`src/rtl/lif_pkg.sv`:
```
// Shared types and sizing for the LIF neuron scheduler.
// Widths derive from N_NEURONS and N_STAGES so the top, interface and bank stay consistent.
package lif_pkg;

  localparam int unsigned N_NEURONS      = 4;
  localparam int unsigned N_STAGES       = 5;
  localparam int unsigned MEMBRANE_BITS  = N_STAGES + 2;
  localparam int unsigned THRESHOLD_BITS = MEMBRANE_BITS - 1;
  localparam int unsigned INPUTS         = 2 ** N_STAGES;
  localparam int unsigned WEIGHTS        = INPUTS;
  localparam int unsigned BYTES_PER_VEC  = INPUTS / 8;
  localparam int unsigned IDX_BITS       = $clog2(N_NEURONS);
  // Keep the byte counter at least one bit wide when a vector is a single byte.
  localparam int unsigned CNT_BITS       = (BYTES_PER_VEC > 1) ? $clog2(BYTES_PER_VEC) : 1;

  localparam logic KIND_INPUT  = 1'b0;
  localparam logic KIND_WEIGHT = 1'b1;

  typedef enum logic [1:0] {
    StLoad = 2'd0,
    StRun  = 2'd1,
    StOut  = 2'd2
  } state_e;

endpackage

```
`src/rtl/lif_scheduler_if.sv`:
```
// Byte-stream input and spike-vector output handshakes of the scheduler.
// The master side is the tile pin logic; the slave side is lif_scheduler.
interface lif_scheduler_if;
  import lif_pkg::*;

  logic [7:0]           in_data;
  logic                 in_kind;
  logic [IDX_BITS-1:0]  in_neuron;
  logic                 in_valid;
  logic                 in_ready;
  logic [N_NEURONS-1:0] out_spikes;
  logic                 out_valid;
  logic                 out_ready;

  modport master (
    output in_data, in_kind, in_neuron, in_valid, out_ready,
    input  in_ready, out_spikes, out_valid
  );

  modport slave (
    input  in_data, in_kind, in_neuron, in_valid, out_ready,
    output in_ready, out_spikes, out_valid
  );

endinterface

```
`src/rtl/lif_state_bank.sv`:
```
// Per-neuron private state: weight vector, membrane and spike flag.
// One read port, one membrane/spike write port, one weight byte-shift port and a clear.
module lif_state_bank
  import lif_pkg::*;
(
  input  logic                            clk,
  input  logic                            rst_n,
  input  logic                            i_clr,
  input  logic [IDX_BITS-1:0]             i_rd_idx,
  output logic [WEIGHTS-1:0]              o_rd_weights,
  output logic signed [MEMBRANE_BITS-1:0] o_rd_membrane,
  output logic                            o_rd_spike,
  output logic [N_NEURONS-1:0]            o_spikes,
  input  logic                            i_mem_we,
  input  logic [IDX_BITS-1:0]             i_mem_idx,
  input  logic signed [MEMBRANE_BITS-1:0] i_mem_data,
  input  logic                            i_spk_data,
  input  logic                            i_w_we,
  input  logic [IDX_BITS-1:0]             i_w_idx,
  input  logic [7:0]                      i_w_byte
);

  logic [WEIGHTS-1:0]              r_w   [N_NEURONS];
  logic signed [MEMBRANE_BITS-1:0] r_mem [N_NEURONS];
  logic [N_NEURONS-1:0]            r_spk;

  // Weights reset to all-ones so every input contributes +1 until reloaded.
  always_ff @(posedge clk or negedge rst_n) begin
    if (!rst_n) begin
      for (int i = 0; i < int'(N_NEURONS); i++) begin
        r_w[i] <= '1;
      end
    end else if (i_w_we) begin
      r_w[i_w_idx] <= (r_w[i_w_idx] << 8) | WEIGHTS'(i_w_byte);
    end
  end

  always_ff @(posedge clk or negedge rst_n) begin
    if (!rst_n) begin
      for (int i = 0; i < int'(N_NEURONS); i++) begin
        r_mem[i] <= '0;
      end
      r_spk <= '0;
    end else if (i_clr) begin
      for (int i = 0; i < int'(N_NEURONS); i++) begin
        r_mem[i] <= '0;
      end
      r_spk <= '0;
    end else if (i_mem_we) begin
      r_mem[i_mem_idx] <= i_mem_data;
      r_spk[i_mem_idx] <= i_spk_data;
    end
  end

  assign o_rd_weights  = r_w[i_rd_idx];
  assign o_rd_membrane = r_mem[i_rd_idx];
  assign o_rd_spike    = r_spk[i_rd_idx];
  assign o_spikes      = r_spk;

endmodule

```
`src/rtl/lif_scheduler.sv`:
```
// Time-multiplexes one external LIF datapath over N_NEURONS virtual neurons.
// LOAD collects the input vector byte-wise, RUN sweeps the neurons, OUT presents the spikes.
module lif_scheduler
  import lif_pkg::*;
(
  input  logic                             clk,
  input  logic                             rst_n,
  lif_scheduler_if.slave                   bus,
  input  logic                             i_clr,
  input  logic [THRESHOLD_BITS-1:0]        i_cfg_threshold,
  input  logic [2:0]                       i_cfg_shift,
  output logic                             o_busy,
  output logic [INPUTS-1:0]                o_dp_inputs,
  output logic [WEIGHTS-1:0]               o_dp_weights,
  output logic signed [MEMBRANE_BITS-1:0]  o_dp_last_membrane,
  output logic                             o_dp_was_spike,
  output logic [THRESHOLD_BITS-1:0]        o_dp_threshold,
  output logic [2:0]                       o_dp_shift,
  input  logic signed [MEMBRANE_BITS-1:0]  i_dp_new_membrane,
  input  logic                             i_dp_is_spike
);

  state_e              r_state;
  logic [CNT_BITS-1:0] r_byte_cnt;
  logic [IDX_BITS-1:0] r_idx;
  logic [INPUTS-1:0]   r_vec;

  logic w_load;
  logic w_run;
  logic w_accept;
  logic w_in_byte;
  logic w_w_byte;
  logic w_last_byte;
  logic w_last_idx;

  assign w_load      = (r_state == StLoad);
  assign w_run       = (r_state == StRun);
  assign w_accept    = w_load & bus.in_valid;
  assign w_in_byte   = w_accept & (bus.in_kind == KIND_INPUT);
  assign w_w_byte    = w_accept & (bus.in_kind == KIND_WEIGHT);
  assign w_last_byte = (r_byte_cnt == CNT_BITS'(BYTES_PER_VEC - 1));
  assign w_last_idx  = (r_idx == IDX_BITS'(N_NEURONS - 1));

  always_ff @(posedge clk or negedge rst_n) begin
    if (!rst_n) begin
      r_state    <= StLoad;
      r_byte_cnt <= '0;
      r_idx      <= '0;
      r_vec      <= '0;
    end else begin
      case (r_state)
        StLoad: begin
          // First byte of a vector ends up in the MSBs.
          if (w_in_byte) begin
            r_vec <= (r_vec << 8) | INPUTS'(bus.in_data);
            if (w_last_byte) begin
              r_byte_cnt <= '0;
              r_state    <= StRun;
            end else begin
              r_byte_cnt <= r_byte_cnt + CNT_BITS'(1);
            end
          end
        end
        StRun: begin
          if (w_last_idx) begin
            r_idx   <= '0;
            r_state <= StOut;
          end else begin
            r_idx <= r_idx + IDX_BITS'(1);
          end
        end
        StOut: begin
          if (bus.out_ready) begin
            r_state <= StLoad;
          end
        end
        default: r_state <= StLoad;
      endcase
    end
  end

  // Clear is honoured only between vectors so a sweep never sees a half-cleared bank.
  lif_state_bank u_bank (
    .clk          (clk),
    .rst_n        (rst_n),
    .i_clr        (i_clr & w_load),
    .i_rd_idx     (r_idx),
    .o_rd_weights (o_dp_weights),
    .o_rd_membrane(o_dp_last_membrane),
    .o_rd_spike   (o_dp_was_spike),
    .o_spikes     (bus.out_spikes),
    .i_mem_we     (w_run),
    .i_mem_idx    (r_idx),
    .i_mem_data   (i_dp_new_membrane),
    .i_spk_data   (i_dp_is_spike),
    .i_w_we       (w_w_byte),
    .i_w_idx      (bus.in_neuron),
    .i_w_byte     (bus.in_data)
  );

  assign bus.in_ready   = w_load;
  assign bus.out_valid  = (r_state == StOut);
  assign o_busy         = ~w_load;
  assign o_dp_inputs    = r_vec;
  assign o_dp_threshold = i_cfg_threshold;
  assign o_dp_shift     = i_cfg_shift;

endmodule
```
`src/flat_wrapper.sv`:
```
// flat-port wrapper written by rule: the top's interface ports become plain ports
module lif_scheduler_flat import lif_pkg::*;
  (clk, rst_n, i_clr, i_cfg_threshold, i_cfg_shift, o_busy, o_dp_inputs, o_dp_weights, o_dp_last_membrane, o_dp_was_spike, o_dp_threshold, o_dp_shift, i_dp_new_membrane, i_dp_is_spike, bus_in_data, bus_in_kind, bus_in_neuron, bus_in_valid, bus_out_ready, bus_in_ready, bus_out_spikes, bus_out_valid);
  lif_scheduler_if bus_i ();
  input  logic clk;
  input  logic rst_n;
  input  logic i_clr;
  input  logic [THRESHOLD_BITS-1:0] i_cfg_threshold;
  input  logic [2:0] i_cfg_shift;
  output logic o_busy;
  output logic [INPUTS-1:0] o_dp_inputs;
  output logic [WEIGHTS-1:0] o_dp_weights;
  output logic signed [MEMBRANE_BITS-1:0] o_dp_last_membrane;
  output logic o_dp_was_spike;
  output logic [THRESHOLD_BITS-1:0] o_dp_threshold;
  output logic [2:0] o_dp_shift;
  input  logic signed [MEMBRANE_BITS-1:0] i_dp_new_membrane;
  input  logic i_dp_is_spike;
  input wire logic [$bits(bus_i.in_data)-1:0] bus_in_data;
  input wire logic [$bits(bus_i.in_kind)-1:0] bus_in_kind;
  input wire logic [$bits(bus_i.in_neuron)-1:0] bus_in_neuron;
  input wire logic [$bits(bus_i.in_valid)-1:0] bus_in_valid;
  input wire logic [$bits(bus_i.out_ready)-1:0] bus_out_ready;
  output wire logic [$bits(bus_i.in_ready)-1:0] bus_in_ready;
  output wire logic [$bits(bus_i.out_spikes)-1:0] bus_out_spikes;
  output wire logic [$bits(bus_i.out_valid)-1:0] bus_out_valid;
  assign bus_i.in_data = bus_in_data;
  assign bus_i.in_kind = bus_in_kind;
  assign bus_i.in_neuron = bus_in_neuron;
  assign bus_i.in_valid = bus_in_valid;
  assign bus_i.out_ready = bus_out_ready;
  assign bus_in_ready = bus_i.in_ready;
  assign bus_out_spikes = bus_i.out_spikes;
  assign bus_out_valid = bus_i.out_valid;
  lif_scheduler u_core (.clk(clk), .rst_n(rst_n), .bus(bus_i), .i_clr(i_clr), .i_cfg_threshold(i_cfg_threshold), .i_cfg_shift(i_cfg_shift), .o_busy(o_busy), .o_dp_inputs(o_dp_inputs), .o_dp_weights(o_dp_weights), .o_dp_last_membrane(o_dp_last_membrane), .o_dp_was_spike(o_dp_was_spike), .o_dp_threshold(o_dp_threshold), .o_dp_shift(o_dp_shift), .i_dp_new_membrane(i_dp_new_membrane), .i_dp_is_spike(i_dp_is_spike));
endmodule
```
`config.mk`:
```
export PLATFORM = sky130hd
export DESIGN_NAME = lif_scheduler_flat
export DESIGN_NICKNAME = d
export VERILOG_FILES = /design/src/rtl/lif_pkg.sv /design/src/rtl/lif_scheduler_if.sv /design/src/rtl/lif_state_bank.sv /design/src/rtl/lif_scheduler.sv /design/src/flat_wrapper.sv
export SDC_FILE = /design/constraint.sdc
export NUM_CORES = 1
export LEC_CHECK = 0
export CAP_MARGIN = 5
export CORE_ASPECT_RATIO = 1.1
export CORE_MARGIN = 4
export CORE_UTILIZATION = 52
export CTS_BUF_LIST = sky130_fd_sc_hd__clkbuf_8
export CTS_CLUSTER_SIZE = 40
export DETAILED_ROUTE_END_ITERATION = 16
export GPL_TIMING_DRIVEN = 0
export PLACE_DENSITY = 0.87
export SYNTH_ARGS = -nofsm -noshare
export SYNTH_HDL_FRONTEND = slang
export SYNTH_SLANG_ARGS = --single-unit
```
`constraint.sdc`:
```
create_clock -name clk -period 1.9 [get_ports clk]
set_input_delay 0.57 -clock clk [delete_from_list [all_inputs] [get_ports clk]]
set_output_delay 0.57 -clock clk [all_outputs]
set_load 0.02 [all_outputs]
```
# Yosys cells after proc, flatten, opt, wreduce, memory -nomap -nowiden
# Cells that the tools add are included.
# W data, S select, Z words.
[word_totals] word_cells=77 reg_bits=198 input_bits=33 output_inout_bits=88
[classes] eq_ne=8 reduce_logical=7 bitwise=10 muxes=31 n_addsub=2 magnitude_cmp=6
[op_table] operator="$bmux W32 S2" n=2
[op_table] operator="$bwmux W128" n=1
[op_table] operator="$mux W32" n=3
[op_table] operator="$demux W32 S2" n=1
[op_table] operator="$or A32 B8 Y32" n=2
[op_table] operator="$mux W28" n=2
[op_table] operator="$mux W24" n=2
[op_table] operator="$bwmux W28" n=1
[op_table] operator="$mux W7" n=3
[op_table] operator="$bmux W7 S2" n=1
[op_table] operator="$demux W7 S2" n=1
[op_table] operator="$mux W2" n=6
[op_table] operator="$mux W4" n=2
[op_table] operator="$eq A2 B2 Y1 const B" n=3
[op_table] operator="$ge A3 B3 Y1 const B" n=2
[op_table] operator="$lt A3 B1 Y1 const B" n=2
[op_table] operator="$ne A2 B2 Y1 const B" n=3
[op_table] operator="$not A2 Y3" n=2
[op_table] operator="$pmux W2 S3" n=1
[op_table] operator="$add A2 B1 Y2 const B" n=2
[op_table] operator="$and A1 B1 Y1" n=4
[op_table] operator="$bwmux W4" n=1
[op_table] operator="$reduce_and A4 Y1" n=1
[op_table] operator="$logic_and A1 B1 Y1" n=3
[op_table] operator="11 further kinds" n=13

# Logic depth before layout (Yosys ltp)
[depth] word_depth=8 mapped_depth=8 mapped_depth_nobuf=5

# Modules after synthesis
# From an unflattened synthesis, not the netlist that was laid out.
[unflattened] cells_unflattened=538 hier_area_um2=8867.3
[modules_own_cells] module="lif_state_bank" n_inst=1 area_each_um2=7283.2 cells_per_inst=436 seq_area_each_um2=4164.0
[modules_own_cells] module="lif_scheduler" n_inst=1 area_each_um2=1584.0 cells_per_inst=102 seq_area_each_um2=950.9

# Worst setup path after synthesis
# OpenSTA, ideal clock, no wires.
[synth_path] kind="register to output" startpoint="register u_core.r_idx[0]" endpoint="output port o_dp_last_membrane[0]" arrival_time_ps=1510 t_required_ps=1330 path_buffers=2 slack_ps=-180 path_stages_with_launch=4 cell_sequence="dfrtp_1 clkbuf_1 buf_2 mux4_2"
[synth_between] elab_chain_cells=4
[synth_lines] element="from (decl)" line_no="lif_scheduler.sv:25" rtl="logic [IDX_BITS-1:0] r_idx;"
[synth_lines] element="from (signal assigned)" line_no="lif_scheduler.sv:69" rtl="r_idx <= r_idx + IDX_BITS'(1);"
[synth_lines] element="$not A2 Y3 (not written as such)" line_no="lif_state_bank.sv:56" rtl="assign o_rd_membrane = r_mem[i_rd_idx];"
[synth_lines] element="$bmux W7 S2" line_no="lif_state_bank.sv:56"
[synth_lines] element="$mux W7 (not written as such) (2 in series)" line_no="lif_state_bank.sv:56"
[synth_lines] element="to (decl)" line_no="flat_wrapper.sv:13" rtl="output logic signed [MEMBRANE_BITS-1:0] o_dp_last_membrane;"
# No other way between the ends. The select of a mux whose other input is x is not followed.

# Final worst setup path
[layout_path] startpoint="register u_core.r_idx[0]" endpoint="output port o_dp_weights[5]"
[layout_between] elab_chain_cells=4
[layout_lines] element="$not A2 Y3 (not written as such)" line_no="lif_state_bank.sv:55" rtl="assign o_rd_weights = r_w[i_rd_idx];"
[layout_lines] element="$bmux W32 S2" line_no="lif_state_bank.sv:55"
[layout_lines] element="$mux W32 (not written as such) (2 in series)" line_no="lif_state_bank.sv:55"
[layout_lines] element="to (decl)" line_no="flat_wrapper.sv:12" rtl="output logic [WEIGHTS-1:0] o_dp_weights;"
# No other way between the ends. The select of a mux whose other input is x is not followed.

==> run summary <==
## Floorplan
• 52.79% — Initial Utilization
• 52 — count of standard-cell rows
• 18350 um^2 — placeable core region
• 20880 um^2 — overall die area
• 151.1 um — height of the chip
• 138.1 um — horizontal die dimension
• 121 — Boundary Pins

## Yosys
• 4.663% — compound-gate portion of the synthesized area
• 607 — cell count after synthesis
• 0 — number of synthesized flops with an enable pin
• 190 x sky130_fd_sc_hd__mux2_2, 128 x sky130_fd_sc_hd__dfstp_2, 70 x sky130_fd_sc_hd__dfrtp_1, 49 x sky130_fd_sc_hd__a22o_1, 40 x sky130_fd_sc_hd__mux4_2 — most instantiated cells after synthesis
• 52.81% — portion of the post-synthesis area used by sequential elements
• 198 — flip-flop and latch count after synthesis
• 24 — post-synth cell types
• 0 — number of warnings reported in the yosys synthesis log
• 9686 um^2 — mapped cell area
• 34.72% — area share of the largest cell type after synthesis
• 100.0% — Post-synth ARST share
• sky130_fd_sc_hd__dfstp_2 — largest area contributor in the netlist
• 0.6459% — adder-cell area share of the yosys netlist
• 0% — Post-Synth XOR/XNOR Area
• multiplexers — combinational family with the most area after synthesis
• 15.96 um^2 — synthesized area per cell
• 1.796% — post-synthesis simple-gate area fraction
• sky130_fd_sc_hd__dfstp_2 — Main synth FF type
• sky130_fd_sc_hd__mux2_2 — most repeated cell in the gate-level netlist after synthesis
• 36.74% — multiplexer fraction of the synthesized cell area
• sky130_fd_sc_hd__dfstp_2 35%, sky130_fd_sc_hd__mux2_2 22%, sky130_fd_sc_hd__dfrtp_1 18% — top cells by area, synth
• 645 — total nets after synthesis

## Pwr
• 20.47 mW — total power draw
• 5.054 nW — leakage power
• 12.5% — clock network fraction of total power
• 0.8480 mV — peak ir drop on the vdd network
• 35.69% — switching share of power
• 13.17 mW — Pint
• 39.9% — share of total power in sequential cells
• 7.305 mW — Net Switching
• 47.6% — fraction of power consumed by combinational cells
• 1737 nW/um^2 — PwrDens

## Clock network
• 198 — total clock sinks
• 0.10 ns — Reg clk slew, reported paths
• 0 — count of hold buffers inserted by post-cts repair
• 17 — TritonCTS buffer count
• 0.48 ns — clock latency reported for the late side of the worst-skew pair
• sky130_fd_sc_hd__clkbuf_8 — CTS root buf
• 4 — H-tree levels
• 2 — maximum root-to-sink buffer count
• yes — clock tree from TritonCTS

## GRT
• 22.01% — Total GRT Usage
• 6408 — via count of the first global-routing pass
• 36.00 mm — global-route wire length before repair
• 0 — grt ovf
• 135 — pin count of the biggest net entering global routing
• 0 — number of antenna violations at the first check in global routing

## STA
• 0.7971 ns — pin slew with the least headroom to its limit
• 0 — count of final hold-check violations
• 0 — number of pins with negative max-slew slack in the final report
• 399.6 MHz — max frequency
• 131.7% — part of the cycle the worst path needs
• 46.86% — relative max-transition margin
• true — setup repair after global routing missed its margin
• 43 — final setup violation count
• 0.3180 ns — worst hold-check slack
• 0.01479 ns — final setup skew
• -22.65 ns — final-layout setup total negative slack
• 2.502 ns — final critical-path required period
• -0.6024 ns — post-layout worst setup margin

## Drt
• 5.849 — number of vias per cell
• 5913 — vias after detailed routing
• 23.01 mm — DRT Wirelength
• 0 — post-route antenna net violation count
• 22.76 um — wire per inst
• 4 — number of iterations in the first detailed-routing pass
• 402 — Iteration-0 DRC Markers
• 0 — post-detailed-route DRC marker count

## Worst setup path
• multiplexers — Worst path top cell family by delay
• sky130_fd_sc_hd__mux4_2 — standard cell with the maximum stage delay on the critical path
• 10 — crit-path max FO
• output pin — nature of the critical path endpoint
• 1.93 ns — CP Data Arrival Time
• reg2out — CP Class
• 3 — Crit path buffers/inverters
• flop — kind of start point of the critical path
• buf_8, buf_12, mux4_2, buf_6 — chain of cells forming the critical path
• 1.33 ns — required time of the critical path
• 0.56 ns — Worst path max stage delay

## Final layout
• 0 — antenna cells
• 70.31% — fraction of layout cells with a size suffix above 1
• 5116 um^2 — register cell area after layout
• 4297 um^2 — combined area of the multi-input logic cells
• 1331 — number of inserted filler cells in the final layout
• 793 — final net count
• 64.25% — utilization after layout
• 21.70% — synthesis-to-layout area growth

## Place
• 110 — number of buffers inserted by port buffering
• 0.7976 — gp weighted congestion
• 15.27 mm — HPWL reported at the end of detailed placement

## Status
• setup timing — violated checks
• finished, violations left — status

## Job
• 0 — number of maximum-capacitance violations

## Hold path
• in2async — class of the most critical hold timing path

## layout make-up
class                           count  area share, %
Inverter                            7         0.2441
Clock buffer                       18          2.102
Timing Repair Buffer              131          10.37
Buffer                             51          3.896
Sequential cell                   198          43.40
Multi-Input combinational cell    349          36.45
Clock inverter                     14         0.9553
Tap cell                          243          2.579
## timing repair
action / CTS / global route
pin swaps: 1 / 1
setup endpoints to repair: 144 / 150
cloned: 0 / 2
hold endpoints to repair: 0 / 0
buffers inserted: 8 / 10
resized for setup: 274 / 63
## cells by family after synthesis
| kind of cell | after synthesis |
|---|---|
| flip-flops | 198 |
| multiplexers | 266 |
| AO/OA/AOI/OAI | 53 |
| AND/OR/NAND/NOR | 25 |
| adder cells (fa/ha/maj) | 5 |
| buffers and inverters | 60 |
## state kept, by name (all words and copies together), names as in the netlist
name / count
u_core.u_bank.o_spikes: 4
u_core.r_state: 2
u_core.r_byte_cnt: 2
u_core.u_bank.r_w: 128
u_core.u_bank.r_mem: 28
u_core.o_dp_inputs: 32
u_core.r_idx: 2
## layer usage
layer / part of all wire (%) / vias to the layer above / track usage (%) / wire length, um
li1: - / 2572 / - / -
met1: 41 / 3153 / 27.78 / 9413
met2: 54 / 154 / 39.04 / 12350
met3: 3.6 / 34 / 4.484 / 835
met4: 1.8 / 0 / 5.929 / 412
met5: 0 / - / 0 / 0
## path summary, 6_finish.rpt
path	to	depth (start not counted)	slack, ns	startpoint
worst max-delay path	o_dp_weights[5]	4	-0.60	u_core.r_idx[0]
worst min register to register	u_core.o_dp_inputs[30]	1	0.52	u_core.o_dp_inputs[30]
max in group asynchronous	u_core.r_state[1]	2	0.85	rst_n
worst min-delay path	u_core.u_bank.r_w[58]	1	0.32	rst_n
worst max register to register	u_core.u_bank.r_w[13]	6	0.04	u_core.r_state[1]
min in group clk	u_core.o_dp_inputs[30]	1	0.52	u_core.o_dp_inputs[30]
## power by group through the flow
| stage | Sequential [mW] | Combinational, mW | Clock (mW) |
|---|---|---|---|
| after floorplan | 8.21 | 5.76 | 0 |
| after CTS | 8.12 | 9.31 | 2.60 |
| after detailed placement | 8.21 | 9.53 | 0 |
| after global routing | 8.39 | 10.4 | 2.79 |
| final | 8.17 | 9.75 | 2.55 |
| after global placement | 7.99 | 9.27 | 0 |
## layout by cell type (no fill, tap or decap), types with 2 or more instances in the layout
| master | netlist | layout |
|---|---|---|
| sky130_fd_sc_hd__clkbuf_2 | 0 | 2 |
| sky130_fd_sc_hd__dfrtp_1 | 70 | 69 |
| sky130_fd_sc_hd__nand2_1 | 4 | 4 |
| sky130_fd_sc_hd__dlygate4sd2_1 | 0 | 36 |
| sky130_fd_sc_hd__buf_2 | 19 | 26 |
| sky130_fd_sc_hd__mux2_4 | 30 | 32 |
| sky130_fd_sc_hd__ha_1 | 5 | 3 |
| sky130_fd_sc_hd__inv_1 | 7 | 5 |
| sky130_fd_sc_hd__buf_4 | 12 | 34 |
| sky130_fd_sc_hd__clkinv_2 | 0 | 4 |
| sky130_fd_sc_hd__buf_8 | 0 | 5 |
| sky130_fd_sc_hd__inv_2 | 0 | 3 |
| sky130_fd_sc_hd__clkinvlp_4 | 0 | 3 |
| sky130_fd_sc_hd__nor2b_4 | 0 | 2 |
| sky130_fd_sc_hd__buf_12 | 0 | 8 |
| sky130_fd_sc_hd__nor2_1 | 3 | 3 |
| sky130_fd_sc_hd__nand3b_1 | 2 | 2 |
| sky130_fd_sc_hd__inv_6 | 0 | 2 |
| sky130_fd_sc_hd__clkbuf_1 | 12 | 7 |
| sky130_fd_sc_hd__mux2_2 | 190 | 188 |
| sky130_fd_sc_hd__mux4_2 | 40 | 40 |
| sky130_fd_sc_hd__clkdlybuf4s50_1 | 0 | 30 |
| sky130_fd_sc_hd__clkbuf_8 | 0 | 18 |
| sky130_fd_sc_hd__nor2b_1 | 12 | 10 |
| sky130_fd_sc_hd__mux2_1 | 6 | 6 |
| sky130_fd_sc_hd__a22o_1 | 49 | 49 |
| sky130_fd_sc_hd__inv_4 | 0 | 2 |
| sky130_fd_sc_hd__buf_6 | 4 | 31 |
| sky130_fd_sc_hd__ha_4 | 0 | 2 |
| sky130_fd_sc_hd__dfstp_2 | 128 | 128 |
| sky130_fd_sc_hd__o21ai_0 | 3 | 3 |
## metrics by stage
stage          setup slack (ns)  instance area [um^2]  cells
3_3_place_gp             -7.112                 11110    960
4_1_cts                 -0.6674                 11500   1000
3_5_place_dp            -0.9644                 11140    961
2_1_floorplan          -0.01067                  9702    607
5_1_grt                 -0.6707                 11790   1011
6_report                -0.6024                 11790   1011
Power figures use the tool's default switching activity.
